$ cat config.mk
export PLATFORM = sky130hd
export DESIGN_NAME = div_radix2
export DESIGN_NICKNAME = d
export VERILOG_FILES = /design/src/rtl/div_radix2_pkg.sv /design/src/rtl/div_step.sv /design/src/rtl/div_radix2.sv
export SDC_FILE = /design/constraint.sdc
export NUM_CORES = 1
export LEC_CHECK = 0
export CORE_ASPECT_RATIO = 2
export CORE_MARGIN = 10
export CORE_UTILIZATION = 62
export DETAILED_ROUTE_END_ITERATION = 10
export PLACE_DENSITY = 0.87
export SLEW_MARGIN = 20
export SYNTH_ARGS = -nofsm -noshare
export SYNTH_HDL_FRONTEND = slang
export SYNTH_SLANG_ARGS = --single-unit
$ cat constraint.sdc
create_clock -name clk -period 15.35 [get_ports clk]
set_input_delay 3.8375 -clock clk [delete_from_list [all_inputs] [get_ports clk]]
set_output_delay 3.8375 -clock clk [all_outputs]
set_load 0.02 [all_outputs]
$ cat src/rtl/div_radix2_pkg.sv
// mips_defs: shared divider state encodings and constants
package mips_defs;
  typedef enum logic [1:0] {
    DIV_IDLE = 2'b00,
    DIV_BUSY = 2'b01,
    DIV_DONE = 2'b10
  } div_state_t;
  localparam int DIV_ITER = 32;
  localparam logic [31:0] DIV_ZERO_QUO = 32'hFFFF_FFFF;
endpackage

$ cat src/rtl/div_step.sv
// div_step: one combinational restoring-division iteration on {rem, quo}
// acc     : current {rem[WIDTH:0], quo[WIDTH-1:0]}
// divisor : unsigned divisor magnitude
// nxt     : {rem, quo} after shift, trial subtract and quotient-bit insert
module div_step
  import mips_defs::*;
#(
  parameter int WIDTH = DIV_ITER
) (
  input  logic [2*WIDTH:0]   acc,
  input  logic [WIDTH-1:0]   divisor,
  output logic [2*WIDTH:0]   nxt
);
  logic [2*WIDTH+1:0] sh;
  logic [WIDTH+1:0]   diff;
  assign sh   = {acc, 1'b0};
  // Top bit of diff is the borrow: set means the trial subtraction went negative.
  assign diff = sh[2*WIDTH+1:WIDTH] - {2'b00, divisor};
  assign nxt  = diff[WIDTH+1] ? sh[2*WIDTH:0] : {diff[WIDTH:0], sh[WIDTH-1:1], 1'b1};
endmodule

$ cat src/rtl/div_radix2.sv
// div_radix2: iterative radix-2 signed/unsigned divider for the execute stage
// start_i/signed_i/a_i/b_i : divide request, sampled only in IDLE
// annul_i                  : flush, cancels a request or in-flight divide
// result_o                 : registered {remainder, quotient}, held until next start
// ready_o                  : one-cycle result-valid pulse
// stall_o                  : hold F/D/E while a divide is being accepted or computed
module div_radix2
  import mips_defs::*;
#(
  parameter int WIDTH = DIV_ITER,
  parameter int CNT_W = 6
) (
  input  logic               clk,
  input  logic               rst,
  input  logic               start_i,
  input  logic               signed_i,
  input  logic [WIDTH-1:0]   a_i,
  input  logic [WIDTH-1:0]   b_i,
  input  logic               annul_i,
  output logic [2*WIDTH-1:0] result_o,
  output logic               ready_o,
  output logic               stall_o
);
  div_state_t state, next;
  logic [CNT_W-1:0] cnt;
  logic [2*WIDTH:0] acc, acc_nxt;
  logic [WIDTH-1:0] divisor, a_abs, b_abs, quo, rem;
  logic qsign, rsign, go, last, zero;
  assign go    = start_i & ~annul_i;
  assign zero  = b_i == '0;
  assign last  = cnt == CNT_W'(WIDTH - 1);
  assign a_abs = (signed_i & a_i[WIDTH-1]) ? -a_i : a_i;
  assign b_abs = (signed_i & b_i[WIDTH-1]) ? -b_i : b_i;
  assign quo   = acc_nxt[WIDTH-1:0];
  assign rem   = acc_nxt[2*WIDTH-1:WIDTH];
  div_step #(.WIDTH(WIDTH)) u_step (
    .acc     (acc),
    .divisor (divisor),
    .nxt     (acc_nxt)
  );
  always_comb begin
    next    = DIV_IDLE;
    stall_o = 1'b0;
    ready_o = 1'b0;
    case (state)
      DIV_IDLE: begin
        stall_o = go;
        next    = go ? (zero ? DIV_DONE : DIV_BUSY) : DIV_IDLE;
      end
      DIV_BUSY: begin
        stall_o = 1'b1;
        next    = annul_i ? DIV_IDLE : last ? DIV_DONE : DIV_BUSY;
      end
      DIV_DONE: ready_o = 1'b1;
      default:  next    = DIV_IDLE;
    endcase
  end
  always_ff @(posedge clk or posedge rst) begin
    if (rst) begin
      state    <= DIV_IDLE;
      cnt      <= '0;
      acc      <= '0;
      divisor  <= '0;
      qsign    <= 1'b0;
      rsign    <= 1'b0;
      result_o <= '0;
    end else begin
      state <= next;
      if (state == DIV_IDLE && go) begin
        cnt     <= '0;
        acc     <= {{(WIDTH+1){1'b0}}, a_abs};
        divisor <= b_abs;
        qsign   <= (a_i[WIDTH-1] ^ b_i[WIDTH-1]) & signed_i;
        rsign   <= a_i[WIDTH-1] & signed_i;
        // Divide by zero bypasses the iterations and reports the raw dividend.
        if (zero) result_o <= {a_i, WIDTH'(DIV_ZERO_QUO)};
      end else if (state == DIV_BUSY) begin
        cnt <= cnt + 1'b1;
        acc <= acc_nxt;
        // Final step: apply sign correction straight from the step output.
        if (last && !annul_i) result_o <= {rsign ? -rem : rem, qsign ? -quo : quo};
      end
    end
  end
endmodule

==> qor.yml <==
outcome:
  status: "complete, no violations"
layout:
  area_growth_pct: 16.6
  final_cells: 1875
  num_antenna_cells: 0
  drive_above_1_share_pct: 5.45
  fillers: 1514
  nNetsFinal: 1710
route:
  viasPerCell: 6.42
  vias: 12000
  antenna_left: 0
  drtIter0Drc: 1192
  routed_wl_um: 40200
  dr.pass1.iters: 8
  wl_per_cell_um: 21.4
  drc: 0
power_and_ir_drop:
  ir_worst_vdd_mv: 0.107
  power_density_nw_per_um2: 185
  p_leak_nw: 5.93
worst_setup_path:
  cp_max_fo: 29
  worstSetupEndpointType: "output pin"
  cp.required_ns: 11.51
  critical_path_class: "input pin to output pin"
  crit_arrival_ns: 5.89
  r2r_setup_slack_ns: 9.12
  critPathLaunchType: "input pin"
die:
  die_x_um: 119
  die_area_sq_um: 26000
  start_util_pct: 63.0
  rows: 72
  io-pin-count: 135
  die_h_um: 218
  core_region_area_sq_um: 19400
sta:
  fin_crit_ns: 9.72
  finalCritPeriodShare_pct: 63.3
  rsz0062_at_grt: "false"
  finalHoldViolCount: 0
  tightest_slew_ns: 1.08
  slew_headroom_pct: 27.7
  finalSetupViolCount: 0
  drv_slew: 0
  max_freq_ghz: 0.103
  fin_tns_setup_ns: 0
  fin_skew_ns: 0.0125
placed_design:
  dp_hpwl_um: 30500
  gp_congestion: 1.03
  port_buffers: 134
  placedCellCount: 1843
clock_tree:
  cts.sink_count: 171
  tritoncts: "done"
  postCtsSetupBuffers: 0
  clk_pin_slew_worst_paths_ns: 0.06
  numCtsBuffers: 17
  ctsHoldBuffers: 0
  clkLatencyLatePin_ns: 0.46
  cts_resized: 0
  cts-root-buf: "clkbuf_16"
  cts_buffer_depth: 2
  h-tree-depth: 4
global_route:
  grt_usage_pct: 30.6
  grt_start_max_net_pins: 104
  grt_pass1_vias: 12000
  grt_overflow: 0
  grt_pass1_wl_um: 63400
  antenna_found_initial: 0
synth:
  yosys_warnings: 0
  synth_area_sq_um: 12200
  synth-edff-count: 0
  yosysSeqAreaShare_pct: 35.1
  ys.flop_type: "dfrtp_1"
  synth_nets: 1624
  async_flop_share_pct: 100
  synth_cell_type_count: 87
  avgSynthCellArea_sq_um: 8.05
  ys_ff_latch: 171
  synthCells: 1517
hold_path:
  hp-class: "flip-flop to flip-flop"
job:
  maxCapViolations: 0
stage by stage:
stage | hold WS [ns] | setup WS (ns) | total power [mW] | cell area [sq um] | utilization, %
after floorplan | 0.450 | 6.88 | 1.73 | 12200 | -
final | 0.477 | 5.63 | 2.63 | 14200 | 73.5
after global routing | 0.503 | 5.52 | 2.81 | 14200 | 73.5
after detailed placement | 0.470 | 5.66 | 2.15 | 13600 | 70.4
after CTS | 0.484 | 5.65 | 2.59 | 14200 | 73.5
after global placement | 0.461 | 5.71 | 2.11 | 13600 | 70.4
state kept, by name, indices dropped and copies added, names as in the netlist:
register  count
acc          65
result_o     64
divisor      32
cnt           6
state         2
qsign         1
rsign         1
logic make-up after synthesis:
group	after synthesis	share of synthesized area (%)
compound gates	474	24.1
xor+xnor	138	9.90
fa+ha+maj	38	3.96
simple gates	536	20.3
flops	171	35.1
buf+inv	135	4.60
mux	25	2.08
worst max-delay path: stages:
cell and delay [ns]:
clkdlybuf4s50_1 0.52, nor4b_2 0.32, buf_4 0.36, nor2_2 0.08, inv_1 0.12, clkdlybuf4s50_1 0.63
cells in the mapped netlist, types with 14 or more instances:
cell	count	area (sq um)
xnor2_1	58	508
a21o_1	14	105
o31ai_1	22	165
nand2_1	232	871
nor2_1	134	503
nand3_1	16	80.1
dfrtp_1	171	4280
or3_1	16	100
xor2_1	80	701
a21oi_1	105	526
a31oi_1	53	332
mux2i_1	22	220
ha_1	37	463
o21ai_0	160	801
inv_1	54	203
nor3_1	39	195
clkbuf_1	58	218
o41ai_1	14	123
layout make-up:
cell class | count | area, sq um | area share [%]
clock buffers | 20 | 447 | 3.14
flip-flops and latches | 171 | 4280 | 30.1
well taps | 259 | 324 | 2.28
clock inverters | 12 | 141 | 0.994
repair buffers | 146 | 1430 | 10.1
inverters | 56 | 215 | 1.51
multi-input cells | 1211 | 7390 | 51.9
path summary, 6_finish.rpt:
path / start / end / depth (start not counted)
max: annul_i / stall_o / 6
min: divisor[19] / divisor[19] / 2
max reg2reg: acc[55] / result_o[62] / 20
min reg2reg: divisor[19] / divisor[19] / 2
max in group asynchronous: rst / divisor[26] / 3
min in group asynchronous: rst / acc[4] / 2
report_power, final:
part	switching (mW)	internal [mW]	total, mW
sequential	0.122	0.543	0.666
clock	0.196	0.246	0.442
combinational	0.963	0.562	1.52
per-layer routing:
metal	up-vias	global-route usage (%)	routed length (um)	part of all wire [%]
li1	5557	-	-	-
met5	-	0	0	0
met1	5743	30.2	13700	34
met3	177	4.78	2050	5.1
met2	556	55.0	21000	52
met4	0	25.1	3410	8.5
placed cells by master (no fill, tap or decap), types with 14 or more instances in the layout:
cell and n:
o31ai_1 22, xor2_1 80, nand3_1 16, clkbuf_16 17
nand2_1 232, o21ai_0 160, a21oi_1 105, mux2i_1 22
o41ai_1 14, inv_1 53, nor3_1 39, a31oi_1 53
clkdlybuf4s50_1 134, nor2_1 133, dfrtp_1 171, ha_1 37
a21o_1 14, or3_1 16, xnor2_1 58
No activity file was read; power rests on OpenSTA's default activity.
